[config.mk]
export PLATFORM = sky130hd
export DESIGN_NAME = result_drain
export DESIGN_NICKNAME = d
export VERILOG_FILES = /design/src/rtl/result_drain.sv
export SDC_FILE = /design/constraint.sdc
export NUM_CORES = 1
export LEC_CHECK = 0
export CELL_PAD_IN_SITES_DETAIL_PLACEMENT = 1
export CELL_PAD_IN_SITES_GLOBAL_PLACEMENT = 1
export CORE_ASPECT_RATIO = 0.6
export CORE_MARGIN = 3
export CORE_UTILIZATION = 40
export CTS_CLUSTER_DIAMETER = 200
export DETAILED_ROUTE_END_ITERATION = 10
export PLACE_DENSITY = 0.89
export SLEW_MARGIN = 5
export SYNTH_ARGS = -nofsm -noshare
export SYNTH_HDL_FRONTEND = slang
export SYNTH_SLANG_ARGS = --single-unit
[constraint.sdc]
create_clock -name CLK -period 19.8 [get_ports CLK]
set_input_delay 5.94 -clock CLK [delete_from_list [all_inputs] [get_ports CLK]]
set_output_delay 5.94 -clock CLK [all_outputs]
set_load 0.03 [all_outputs]
[src/rtl/result_drain.sv]
// Result drain: streams ROWS consecutive SRAM rows, starting at a latched base address, out
// through a valid/ready port. Reads are throttled so that at most two rows are ever buffered
// or in flight, which lets a 2-entry FIFO absorb the one-cycle SRAM read latency.
module result_drain #(
  parameter int unsigned DATA_W = 128,
  parameter int unsigned ADDR_W = 13,
  parameter int unsigned ROWS   = 16
) (
  input  logic              CLK,
  input  logic              RESET,
  input  logic              START,
  input  logic [ADDR_W-1:0] OADDR,
  output logic              share_cen,
  output logic              share_ren,
  output logic [ADDR_W-1:0] share_addr,
  input  logic [DATA_W-1:0] share_rdata,
  output logic [DATA_W-1:0] out_data,
  output logic              out_valid,
  input  logic              out_ready,
  output logic              out_last,
  output logic              BUSY,
  output logic              DONE
);

  // Counters must reach ROWS itself, hence ROWS + 1 codes.
  localparam int unsigned     CntW  = $clog2(ROWS + 1);
  localparam logic [CntW-1:0] RowsC = CntW'(ROWS);
  localparam logic [CntW-1:0] LastC = CntW'(ROWS - 1);

  typedef enum logic [1:0] {StIdle, StRun, StFin} state_e;

  state_e            state_q, state_d;
  logic [ADDR_W-1:0] base_q, base_d;
  logic [ADDR_W-1:0] addr_q, addr_d;
  logic [CntW-1:0]   issue_cnt_q, issue_cnt_d;
  logic [CntW-1:0]   deliver_cnt_q, deliver_cnt_d;
  logic              inflight_q, inflight_d;
  logic [1:0]        fifo_cnt_q, fifo_cnt_d;
  logic [DATA_W-1:0] head_q, head_d;
  logic [DATA_W-1:0] tail_q, tail_d;

  logic       running;
  logic       pop;
  logic       push;
  logic       issue;
  logic       fifo_clear;
  logic [2:0] occupancy;
  logic [1:0] cnt_after_pop;

  // Host-facing outputs come straight from registered state.
  always_comb begin
    out_valid = (fifo_cnt_q != 2'd0);
    out_data  = head_q;
    out_last  = out_valid && (deliver_cnt_q == LastC);
    BUSY      = (state_q == StRun);
    DONE      = (state_q == StFin);
  end

  // Handshake decode and read throttle: never let buffered + in-flight rows exceed two.
  always_comb begin
    running   = (state_q == StRun);
    pop       = running && out_valid && out_ready;
    // A return only counts while running, so a read cut off by reset is dropped.
    push      = running && inflight_q;
    occupancy = {1'b0, fifo_cnt_q} + {2'b00, inflight_q} - {2'b00, pop};
    issue     = running && (issue_cnt_q < RowsC) && (occupancy < 3'd2);
  end

  // SRAM request; the address holds its last issued value while idle.
  always_comb begin
    share_cen  = ~issue;
    share_ren  = ~issue;
    share_addr = addr_q;
    if (issue) begin
      share_addr = base_q + ADDR_W'(issue_cnt_q);
    end
    addr_d = share_addr;
  end

  // Control FSM next state plus issue/deliver bookkeeping.
  always_comb begin
    state_d       = state_q;
    base_d        = base_q;
    issue_cnt_d   = issue_cnt_q;
    deliver_cnt_d = deliver_cnt_q;
    inflight_d    = inflight_q;
    fifo_clear    = 1'b0;
    unique case (state_q)
      StIdle: begin
        if (START) begin
          state_d       = StRun;
          base_d        = OADDR;
          issue_cnt_d   = '0;
          deliver_cnt_d = '0;
          inflight_d    = 1'b0;
          fifo_clear    = 1'b1;
        end
      end
      StRun: begin
        inflight_d = issue;
        if (issue) begin
          issue_cnt_d = issue_cnt_q + CntW'(1);
        end
        if (pop) begin
          deliver_cnt_d = deliver_cnt_q + CntW'(1);
          if (deliver_cnt_q == LastC) begin
            state_d = StFin;
          end
        end
      end
      StFin: begin
        state_d = StIdle;
      end
      default: begin
        state_d = StIdle;
      end
    endcase
  end

  // Two-entry FIFO: head drives the output, tail only fills when head is still occupied.
  always_comb begin
    head_d        = head_q;
    tail_d        = tail_q;
    cnt_after_pop = fifo_cnt_q - {1'b0, pop};
    fifo_cnt_d    = fifo_cnt_q;
    if (fifo_clear) begin
      fifo_cnt_d = 2'd0;
    end else begin
      if (pop && (fifo_cnt_q == 2'd2)) begin
        head_d = tail_q;
      end
      if (push) begin
        if (cnt_after_pop == 2'd0) begin
          head_d = share_rdata;
        end else begin
          tail_d = share_rdata;
        end
      end
      fifo_cnt_d = cnt_after_pop + {1'b0, push};
    end
  end

  // State registers with asynchronous active-high reset.
  always_ff @(posedge CLK or posedge RESET) begin
    if (RESET) begin
      state_q       <= StIdle;
      base_q        <= '0;
      addr_q        <= '0;
      issue_cnt_q   <= '0;
      deliver_cnt_q <= '0;
      inflight_q    <= 1'b0;
      fifo_cnt_q    <= 2'd0;
      head_q        <= '0;
      tail_q        <= '0;
    end else begin
      state_q       <= state_d;
      base_q        <= base_d;
      addr_q        <= addr_d;
      issue_cnt_q   <= issue_cnt_d;
      deliver_cnt_q <= deliver_cnt_d;
      inflight_q    <= inflight_d;
      fifo_cnt_q    <= fifo_cnt_d;
      head_q        <= head_d;
      tail_q        <= tail_d;
    end
  end

endmodule

==> metrics.txt <==
Pleak=just under 8 nW; Synth Cell Area=around 0.013 sq mm; Crit Path Class=primary input to primary output; Tot GR Track Use=between 20% and 30%; WP data arrival=between 10 and 15 ns; total gr overflow=0; clock skew=approximately 0.0086 ns; 1st-iter DRT viols=about 460; Ant. Diodes=0; Final Setup Violations=0; sequential-to-total area share from yosys stat=approximately three fifths; vias in the first global route=a little over 10000; Setup TNS=0 ns; fin nets=1479; Cells after Synth=1052; H-Tree Depth=1; Synth area leaders=dfrtp_1, mux2_1, mux2i_1; Reg2Reg Launch Point=fifo_cnt_q[1]$_DFF_PP0_; Yosys reg bits=297; Worst-path clk slew=0.06 ns; status=finished clean; Crit. End Element=primary output; Hold Vio Cnt, Final=0; post-synthesis mux area share=around a fifth; width of the die=between 200 and 250 um; Fmax=roughly 0.062 GHz; Max Slew Vio Count=0; asr flop ratio synth=100.0%; Reg2Reg Setup Slack=approximately 16 ns; largest net degree at the start of global routing=~130; initial antenna violation count=0; final WL=approximately 37 mm; WHS Endpoint=tail_q[35]$_DFFE_PP0P_; R2R Path End=addr_q[5]$_DFF_PP0_; Tot Pwr=about 3.3 mW; clock latency on the worst-skew pair=between 0.5 and 0.6 ns; Post-Synth Adder-Cell Area=~1.4%; Distinct cells, synth=45; Worst Min Path Start=tail_q[35]$_DFFE_PP0P_; GPL Wtd Cong=about 0.76; crit path time final=approximately 16 ns; Pwr per Cell Area=just under 200 mW/mm^2; EDFF count, synth=0; Via density=~5.3; VDD IR max=roughly 0.12 mV; Rows=49; leading area contributor after synthesis=dfrtp_1; starting density of the core=between 40% and 50%; Final HPWL DP=around 25 mm; worst-path maximum fanout=20; Max-Cap Viols=0; first-pass GRT wire length=about 59 mm; CORE AREA=about 0.03 sq mm; most common cell after layout, fill and taps aside=dfrtp_1; Synth warnings=0; Syn Area/Cell=between 10 and 15 sq um; I/O pin total=approximately 290; CTS Hold Bufs=0; DRT Pass-1 Iters=4; detailed-route via count=9268; CTS tree=done; ratio of cells with drive above 1 in the final layout=5.310%; clock root cell=clkbuf_16; part of the cycle the worst path needs=roughly four fifths; Worst EP required=13.86 ns; FF-to-FF path depth=12; CTS Buffer Depth=3; Compound-Gate Fraction of Synth Area=~6.9%; CTS Sinks=between 200 and 300; area fraction of the dominant cell type after synthesis=approximately 58%; post-CTS setup buffers=0; largest family of logic cells by synthesized area=multiplexers; Least-Margin Pin Slew=1.140 ns; RSZ-0062 raised after global routing=no; Most used DFF post-synth=dfrtp_1; wire per inst=21.35 um; ANT nets after route=0; Synth Net Count=about 1200; Worst Hold Class=flip-flop to flip-flop; relative slew slack=between 20% and 30%; Post-Synth Simple-Gate Area=under 10%; drt drc=0; Worst Setup Start Kind=primary input; Die Span Y=144.3 um; hold path cells=1; leading cell types in the layout, fill and taps excluded=dfrtp_1, clkdlybuf4s50_1, nor2_1, a21oi_1, mux2i_1; synthesis-to-finish area growth=31.57%; total die area=0.03415 sq mm; PostCTS Resize Cnt=0; # port buffers=291; total CTS buffers=28; Post-Synth XOR/XNOR Area=less than 1%
==> worst max-delay path by stage <==
stage          startpoint              to  slack [ns]  depth (start not counted)
3_3_place_gp    out_ready  share_addr[12]        3.91                         14
4_1_cts         out_ready   share_addr[5]        3.70                         14
6_report        out_ready   share_addr[5]        3.62                         14
2_1_floorplan   out_ready  share_addr[11]        5.37                         12
3_5_place_dp    out_ready   share_addr[5]        3.72                         14
5_1_grt         out_ready  share_addr[12]        3.35                         14
==> per-layer routing <==
layer  up-vias  routed length [um]  global-route usage [%]
met5         -                   0                       0
met4         0                 612                   4.163
met3        55                2656                   6.137
met2       265               18000                   36.65
met1      4768               15980                   28.37
li1       4180                   -                       -
==> flip-flops by register name (all words and copies together) (netlist names) <==
name           cells
out_data         128
inflight_q         1
addr_q            13
state_q            2
deliver_cnt_q      5
tail_q           128
issue_cnt_q        5
fifo_cnt_q         2
base_q            13
==> worst max-delay path: stages <==
cell and delay, ns:
clkdlybuf4s50_1 0.49, o21a_1 0.19, nand2_1 0.15, inv_1 0.13, ha_1 0.29, inv_1 0.12, nand2_1 0.08, fa_1 0.51
nand4bb_2 0.17, nor2_4 0.49, inv_2 0.28, or4_1 0.56, nand3_1 0.12, clkdlybuf4s50_1 0.69
==> synth_stat cells (4+ instances only) <==
master / count
and3_1: 4
o21ai_0: 12
inv_1: 6
nor2_1: 142
nand4_1: 4
mux2_2: 8
nand3_1: 13
dfrtp_1: 297
xor2_1: 6
clkbuf_1: 13
ha_1: 11
mux2_1: 120
o211ai_1: 5
nand2_1: 57
buf_2: 29
a31oi_1: 6
buf_4: 4
a21oi_1: 131
mux2i_1: 128
or4_1: 6
buf_6: 13
==> per-stage QoR <==
stage	setup slack, ns	utilization, %	hold slack (ns)	std cells	area, sq um
CTS	3.701	54.76	0.4890	1745	16790
global route	3.354	54.76	0.5040	1745	16790
finish	3.623	54.76	0.4851	1745	16790
global placement	3.911	51.79	0.4660	1699	15880
detailed placement	3.716	51.79	0.4694	1699	15880
floorplan	5.367	-	0.4523	1052	12760
==> cells by family (layout without fill, tap and decap cells) <==
logic type,count (synthesis),after routing
buf+inv,71,356
simple gates,240,240
mux,256,256
compound gates,165,165
xor+xnor,10,10
fa+ha+maj,13,13
flops,297,297
==> area by class of cell <==
class / count / area [sq um]
Sequential cell: 297 / 7432
Clock buffer: 39 / 823.3
Inverter: 8 / 40.04
Fill cell: 3177 / 13870
Multi-Input combinational cell: 684 / 4898
Tap cell: 408 / 510.5
Clock inverter: 7 / 87.58
Timing Repair Buffer: 302 / 2995
==> report_power, final <==
part           internal [mW]  switching [mW]
logic                  0.694           0.963
clock network          0.313           0.235
registers              0.928           0.193
Note: power is estimated with default switching activity, not from simulation.
